==> config.mk <==
export PLATFORM = sky130hd
export DESIGN_NAME = sram_block_packer
export DESIGN_NICKNAME = d
export VERILOG_FILES = /design/src/rtl/aes_sram_pkg.sv /design/src/rtl/byte_serializer.sv /design/src/rtl/sram_block_packer.sv
export SDC_FILE = /design/constraint.sdc
export NUM_CORES = 1
export LEC_CHECK = 0
export BUFFER_PORTS_ARGS = -buffer_cell sky130_fd_sc_hd__buf_4
export CORE_UTILIZATION = 60
export CTS_BUF_LIST = sky130_fd_sc_hd__clkbuf_4
export CTS_CLUSTER_SIZE = 8
export DETAILED_ROUTE_END_ITERATION = 10
export PLACE_DENSITY_LB_ADDON = 0.2
export SYNTH_ARGS = -nofsm -noshare
export SYNTH_HDL_FRONTEND = slang
export SYNTH_SLANG_ARGS = --single-unit
==> constraint.sdc <==
create_clock -name clk -period 4.4 [get_ports clk]
set_input_delay 0.44 -clock clk [delete_from_list [all_inputs] [get_ports clk]]
set_output_delay 0.44 -clock clk [all_outputs]
set_load 0.01 [all_outputs]
==> src/rtl/aes_sram_pkg.sv <==
// Shared types and helpers for the byte-to-block adaptation between the SRAM port and the AES datapath.
package aes_sram_pkg;

    localparam int BLK_W = 128;

    typedef enum logic {P_FILL, P_FULL} packState_t;
    typedef enum logic {U_IDLE, U_SEND} unpackState_t;

    function automatic int idxWidth(input int n);
        return (n <= 2) ? 1 : $clog2(n);
    endfunction

endpackage

==> src/rtl/byte_serializer.sv <==
// Write side: latches one result block from the AES core and shifts it out one byte per SRAM write strobe.
module byte_serializer
    import aes_sram_pkg::*;
#(
    parameter int BYTES_PER_BLK = 16
)(
    input  logic                       clk,
    input  logic                       n_rst,
    input  logic                       clr,
    input  logic                       w_en,
    input  logic [8*BYTES_PER_BLK-1:0] res_data,
    input  logic                       res_valid,
    output logic                       res_ready,
    output logic [7:0]                 w_data,
    output logic                       unf_err
);

    localparam int BW = 8 * BYTES_PER_BLK;
    localparam int CW = idxWidth(BYTES_PER_BLK);
    localparam logic [CW-1:0] LAST = CW'(BYTES_PER_BLK - 1);

    unpackState_t    r_state;
    logic [BW-1:0]   r_shift;
    logic [CW-1:0]   r_ucnt;
    logic            r_unfErr;

    // The outgoing byte always sits in the top lane, so w_data is a plain select gated by the state.
    always_ff @(posedge clk or negedge n_rst) begin
        if (!n_rst) begin
            r_state  <= U_IDLE;
            r_shift  <= '0;
            r_ucnt   <= '0;
            r_unfErr <= 1'b0;
        end else if (clr) begin
            r_state  <= U_IDLE;
            r_shift  <= '0;
            r_ucnt   <= '0;
            r_unfErr <= 1'b0;
        end else begin
            case (r_state)
                U_IDLE: begin
                    if (w_en)
                        r_unfErr <= 1'b1;
                    if (res_valid) begin
                        r_shift <= res_data;
                        r_ucnt  <= '0;
                        r_state <= U_SEND;
                    end
                end
                U_SEND: begin
                    if (w_en) begin
                        r_shift <= {r_shift[BW-9:0], 8'h00};
                        if (r_ucnt == LAST) begin
                            r_ucnt  <= '0;
                            r_state <= U_IDLE;
                        end else begin
                            r_ucnt <= r_ucnt + CW'(1);
                        end
                    end
                end
                default: r_state <= U_IDLE;
            endcase
        end
    end

    assign w_data    = (r_state == U_SEND) ? r_shift[BW-1 -: 8] : 8'h00;
    assign res_ready = (r_state == U_IDLE);
    assign unf_err   = r_unfErr;

endmodule

==> src/rtl/sram_block_packer.sv <==
// Packs SRAM read bytes into 128-bit blocks for the AES core and serialises result blocks back to SRAM.
module sram_block_packer
    import aes_sram_pkg::*;
#(
    parameter int BYTES_PER_BLK = 16,
    parameter int RD_LATENCY    = 1
)(
    input  logic                       clk,
    input  logic                       n_rst,
    input  logic                       clr,
    input  logic                       r_en,
    input  logic [7:0]                 r_data,
    output logic [8*BYTES_PER_BLK-1:0] blk_data,
    output logic                       blk_valid,
    input  logic                       blk_ready,
    output logic                       rd_stall,
    input  logic                       w_en,
    output logic [7:0]                 w_data,
    input  logic [8*BYTES_PER_BLK-1:0] res_data,
    input  logic                       res_valid,
    output logic                       res_ready,
    output logic                       ovf_err,
    output logic                       unf_err
);

    localparam int BW = 8 * BYTES_PER_BLK;
    localparam int CW = idxWidth(BYTES_PER_BLK);
    localparam logic [CW-1:0] LAST = CW'(BYTES_PER_BLK - 1);

    logic [RD_LATENCY-1:0] r_rdPipe;
    logic                  w_rdValid;
    packState_t            r_packState;
    logic [CW-1:0]         r_pcnt;
    logic [BW-1:0]         r_blkData;
    logic                  r_ovfErr;

    // Mirrors the SRAM read latency so r_data is captured exactly when it is valid.
    always_ff @(posedge clk or negedge n_rst) begin
        if (!n_rst) begin
            r_rdPipe <= '0;
        end else if (clr) begin
            r_rdPipe <= '0;
        end else begin
            r_rdPipe[0] <= r_en;
            for (int i = 1; i < RD_LATENCY; i++)
                r_rdPipe[i] <= r_rdPipe[i-1];
        end
    end

    assign w_rdValid = r_rdPipe[RD_LATENCY-1];

    // A byte arriving in the same cycle the pending block is accepted starts the next block at slot 0.
    always_ff @(posedge clk or negedge n_rst) begin
        if (!n_rst) begin
            r_packState <= P_FILL;
            r_pcnt      <= '0;
            r_blkData   <= '0;
            r_ovfErr    <= 1'b0;
        end else if (clr) begin
            r_packState <= P_FILL;
            r_pcnt      <= '0;
            r_blkData   <= '0;
            r_ovfErr    <= 1'b0;
        end else begin
            case (r_packState)
                P_FILL: begin
                    if (w_rdValid) begin
                        for (int s = 0; s < BYTES_PER_BLK; s++)
                            if (r_pcnt == CW'(s))
                                r_blkData[BW-1-8*s -: 8] <= r_data;
                        if (r_pcnt == LAST) begin
                            r_pcnt      <= '0;
                            r_packState <= P_FULL;
                        end else begin
                            r_pcnt <= r_pcnt + CW'(1);
                        end
                    end
                end
                P_FULL: begin
                    if (blk_ready) begin
                        r_packState <= P_FILL;
                        if (w_rdValid) begin
                            r_blkData[BW-1 -: 8] <= r_data;
                            r_pcnt               <= CW'(1);
                        end
                    end else if (w_rdValid) begin
                        r_ovfErr <= 1'b1;
                    end
                end
                default: r_packState <= P_FILL;
            endcase
        end
    end

    assign blk_data  = r_blkData;
    assign blk_valid = (r_packState == P_FULL);
    assign rd_stall  = (r_packState == P_FULL);
    assign ovf_err   = r_ovfErr;

    byte_serializer #(
        .BYTES_PER_BLK (BYTES_PER_BLK)
    ) uSerializer (
        .clk       (clk),
        .n_rst     (n_rst),
        .clr       (clr),
        .w_en      (w_en),
        .res_data  (res_data),
        .res_valid (res_valid),
        .res_ready (res_ready),
        .w_data    (w_data),
        .unf_err   (unf_err)
    );

endmodule
; ---- After elaboration in Yosys (flattened, before gate mapping)
; Index checks and enable logic that the tools add are counted.
[classes]
n_reduce_logical = 39
n_bitwise = 2
n_eq_ne = 25
n_mux = 56
add_sub_neg = 2
[ops]
columns = cell, count
row1 = 128-bit 2-to-1 mux, 5
row2 = 128-bit one-hot mux with 2 select lines, 1
row3 = 8-bit 2-to-1 mux, 19
row4 = 120-bit 2-to-1 mux, 1
row5 = 3-bit AND reduction, 17
row6 = 4-bit == test (second input constant), 9
row7 = 4-bit 2-to-1 mux, 9
row8 = 2-bit nonzero test, 18
row9 = 3-bit != test (second input constant), 6
row10 = 4-bit by 3-bit == test with 1-bit output (second input constant), 4
row11 = 1-bit 2-to-1 mux, 16
row12 = 4-bit one-hot mux with 2 select lines, 2
row13 = 8-bit one-hot mux with 2 select lines, 1
row14 = 4-bit by 1-bit adder with 4-bit output (second input constant), 2
row15 = 4-bit by 2-bit == test with 1-bit output (second input constant), 2
row16 = 2-bit != test (second input constant), 3
row17 = 4-bit by 1-bit == test with 1-bit output (second input constant), 1
row18 = 4-bit logical NOT, 1
row19 = 1-bit one-hot mux with 2 select lines, 2
row20 = 2-bit AND reduction, 2
row21 = 4-bit AND reduction, 1
row22 = 1-bit inverter, 2
[totals]
word_cells = 148
out_inout_bits = 141
ff_bits = 269

; ---- Depth between registers and ports, before layout
[depth]
depth_word = 5
depth_mapped = 7

; ---- Cells and area by module
; Synthesis repeated with hierarchy kept, for this count alone.
[unflattened]
cells_unflattened = 1259
hier_area_um2 = 12852.3
[by_module_without_submodules]
columns = module, cells_per_inst, n_inst, area_each_um2, seq_area_each_um2
row1 = byte_serializer, 595, 1, 6652.6, 3353.2
row2 = sram_block_packer, 664, 1, 6199.7, 3378.2

; ---- Worst setup path before layout
; Ideal clock, no wire load.
[synth_timing]
path_type = register -> register
startpoint = reg r_pcnt[0]
endpoint = reg r_blkData[0], in the netlist blk_data[0]
slack_ns = 2.741
arrival_time_ns = 1.535
stages_incl_launch_ff = 5
n_path_buf = 1
synth_period_minus_slack_ns = 1.659
setup_time_ns = 0.125
cell_sequence = dfrtp_1 > ha_1 > clkbuf_1 > a41oi_2 > mux2_2
[synth_between]
elab_chain_len = 3
[synth_rtl]
columns = item, line
row1 = from (decl), sram_block_packer.sv:33  ; logic [CW-1:0] r_pcnt;
row2 = from (signal assigned), sram_block_packer.sv:75  ; r_pcnt <= r_pcnt + CW'(1);
row3 = 4-bit == test, sram_block_packer.sv:69  ; if (r_pcnt == CW'(s))
row4 = 2-bit nonzero test (no line), --
row5 = 3-bit AND reduction (no line), --
row6 = "to (signal, indexed assignment)", sram_block_packer.sv:70  ; r_blkData[BW-1-8*s -: 8] <= r_data;
row7 = "to (signal, indexed assignment)", sram_block_packer.sv:83  ; r_blkData[BW-1 -: 8] <= r_data;
row8 = to (decl), sram_block_packer.sv:34  ; logic [BW-1:0] r_blkData;
; Every way passes these cells.
; A chain may end at the register's enable or synchronous reset.

; ---- Worst setup path in the final report
[layout_timing]
startpoint = reg uSerializer.r_state
endpoint = out w_data[2]
[layout_between]
elab_chain_len = 1
[layout_rtl]
columns = item, line
row1 = from (decl), byte_serializer.sv:22  ; unpackState_t r_state;
row2 = from (signal assigned), byte_serializer.sv:30  ; r_state <= U_IDLE;
row3 = from (signal assigned), byte_serializer.sv:35  ; r_state <= U_IDLE;
row4 = from (signal assigned), byte_serializer.sv:47  ; r_state <= U_SEND;
row5 = 8-bit 2-to-1 mux, byte_serializer.sv:66  ; assign w_data = (r_state == U_SEND) ? r_shift[BW-1 -: 8] : 8'h00;
row6 = to (decl), sram_block_packer.sv:18  ; output logic [7:0] w_data,
; Every way passes these cells.

==> metrics.txt <==
WL/cell=18.4 um; most frequent CP cell=buf_4; pwr dens=372 nW/um2; Design Area, Final=15300 um2; fin cells=1647; IO Port Bufs=283; CP Capture Type=primary output; row count=just over 50; Final ANT Viol Nets=0; initial antenna violation count=2; initial cell density of the core=61.5%; Die Area=between 20000 and 25000 um2; Worst EP arrival=2.67 ns; total number of vias=9115; Yosys top cell area share=55.9%; post-synthesis instance total=~1000; worst path cell trace=buf_4 > and2_1 > buf_4; Via density=5.53; overflow left after global routing=0; core area=19600 um2; Lkg Pwr=between 7 and 8 nW; outcome=finished, final reports clean; Final Skew=0.0179 ns; total track usage=29.6%; post-synthesis average cell area=11.6 um2; post-cts hold buffer count=9; max cap viols=0; Nets=between 1000 and 1500; 1st-pass router iterations=6; Post-CTS Resized=0; CTS clock-pin slew for the worst setup and hold paths=0.06 ns; Num CTS Buffers=69; VDD IR max=roughly 0.3 mV; Yosys top cell by area=dfrtp_1; I/O pin total=284; largest net degree at the start of global routing=123; GPL Wtd Cong=0.784; CP delay by family, top=flip-flops; post-synthesis register bit count=about 270; Final TNS setup=0 ns; Critical Path RT=3.96 ns; Crit Path Category=reg -> out; startpoint types=register; worst path bufs/invs=2; RSZ-0062 raised after global routing=false; Fmax achieved=322 MHz; first-pass GRT wire length=46.9 mm; worst-skew pair later-pin latency=about 0.63 ns; CTS Sinks=269; synthesis-to-layout area growth=26.6%; Die Height=144 um; actual slew at the worst max-slew pin=around 1.0 ns; crit path time final=between 3 and 4 ns; drt total wl=30.3 mm; number of library cell types mapped by synthesis=35; sequential area share after synthesis=55.9%; Syn Nets=between 1000 and 1500; reg-to-reg slack, setup=approximately 2 ns; class of the worst hold path=in -> reg; critical path fanouts, max=51; proportion of layout cells with a drive suffix above 1=33.3%; CTS tree=built; Hold WS=0.0473 ns; clk buf depth=3; YS warnings=0; total power=5.67 mW; Fin. Hold Viols=0; Crit path largest cell delay=0.90 ns; placed inst area=14300 um2; initial DRC count=just over 500; Pins Over Slew Limit=0; Setup Buffers After CTS=0; DP Wirelength=19.6 mm; worst rel slew slack=33.2%; # DRC=0; via count of the first global-routing pass=just over 9000; die width=144 um; Final Cycle Share=70.6%; Final setup viols=0; synth top area cells=dfrtp_1, mux2i_1, o31ai_1, nand2_1, mux2_2; level count of the clock H-tree=3; area of the mapped netlist=12000 um2; Slowest-stage cell, CP=dfrtp_4; Fillers=1286; Inst Count DP=1516; clock root buffer=clkbuf_4
[cells in the final DEF, fill, tap and decap left out, types with 2 or more instances in the layout]
cell / synthesis / final
nand2b_1: 4 / 4
a41oi_2: 3 / 3
nor2b_1: 11 / 11
clkbuf_4: 0 / 107
nor3b_1: 2 / 2
nor2_1: 96 / 96
bufinv_16: 0 / 2
inv_2: 1 / 2
nand2_1: 131 / 131
nor2_2: 9 / 9
o31ai_1: 121 / 121
dlygate4sd3_1: 0 / 9
o21ai_0: 5 / 5
and2_1: 9 / 9
nand3b_1: 4 / 4
dfrtp_1: 269 / 268
clkinv_1: 0 / 10
a22o_1: 8 / 8
nor3_1: 2 / 2
nand3_1: 5 / 5
buf_4: 2 / 290
mux2_2: 40 / 40
ha_1: 6 / 6
a21oi_1: 8 / 8
mux2i_1: 209 / 209
inv_1: 5 / 5
diode_2: 0 / 2
[routing by layer]
| metal | global-route usage (%) | up-vias | share of wire, % |
|---|---|---|---|
| met3 | 9.73 | 53 | 8.6 |
| met5 | 0 | - | 0 |
| met4 | 12.0 | 0 | 2.1 |
| met2 | 46.8 | 326 | 48 |
| li1 | - | 4287 | - |
| met1 | 37.6 | 4449 | 41 |
[synthesized netlist by cell type, drive strengths merged]
library cell and instances:
ha 6, inv 6, a22o 8, dfrtp 269, a31oi 1, a21o 1, nor3 2, xnor2 1
o32ai 1, nand2 131, nor2 105, a21oi 9, buf 44, or2 1, nand4 1, nand3b 4
nand2b 4, o31ai 121, and2 9, nor2b 11, nor3b 2, clkbuf 38, a41o 1, mux2 40
a211oi 1, mux2i 209, a41oi 3, o21ai 5, nand3 5, a2111oi 1
[final cells by class]
class / count / area [um2] / share of cell area, %
Tap cell: 265 / 332 / 2.17
Clock inverter: 13 / 101 / 0.664
Inverter: 6 / 22.5 / 0.148
Clock buffer: 107 / 803 / 5.27
Timing Repair Buffer: 302 / 2310 / 15.2
Multi-Input combinational cell: 683 / 4940 / 32.4
Antenna cell: 2 / 5.00 / 0.0328
Sequential cell: 269 / 6740 / 44.2
[kinds of logic (layout without fill, tap and decap cells)]
group                      Yosys count  in the layout  share of synthesized area (%)
muxes                              249            249                           21.1
buffers and inverters               88            428                           3.19
AOI/OAI and AO/OA                  152            152                           9.59
DFF                                269            269                           55.9
other                                0              2                              0
xor gates and xnor gates             1              1                         0.0727
and+or+nand+nor                    275            275                           9.55
adders and majority gates            6              6                          0.623
[registers in the layout, indices dropped and copies added, names as in the netlist]
register	cells
blk_data	128
blk_valid	1
ovf_err	1
r_pcnt	4
r_rdPipe	1
uSerializer.r_shift	128
uSerializer.r_state	1
uSerializer.r_ucnt	4
uSerializer.unf_err	1
[worst paths after layout]
path                                                      start                                   end  cells after the start
max                               uSerializer.r_state$_DFF_PN0_                             w_data[2]                      3
min reg2reg                uSerializer.r_shift[121]$_DFFE_PN0P_  uSerializer.r_shift[121]$_DFFE_PN0P_                      2
max in group asynchronous                                 n_rst              blk_data[46]$_DFFE_PN0P_                      3
min                                                 res_data[4]    uSerializer.r_shift[4]$_DFFE_PN0P_                      2
max reg2reg                       uSerializer.r_state$_DFF_PN0_   uSerializer.r_shift[83]$_DFFE_PN0P_                      5
min in group asynchronous                                 n_rst   uSerializer.r_shift[86]$_DFFE_PN0P_                      2
[power by group]
part / switching, mW / internal [mW] / total [mW]
registers: 0.112 / 2.63 / 2.74
logic: 0.382 / 0.336 / 0.718
clock network: 0.989 / 1.22 / 2.21
[through the flow]
step	setup slack (ns)	util, %
CTS	1.22	77.8
global route	1.10	77.9
finish	1.29	77.9
global placement	1.68	72.8
floorplan	2.74	-
detailed placement	1.65	72.8
(Power assumes the default switching activity.)
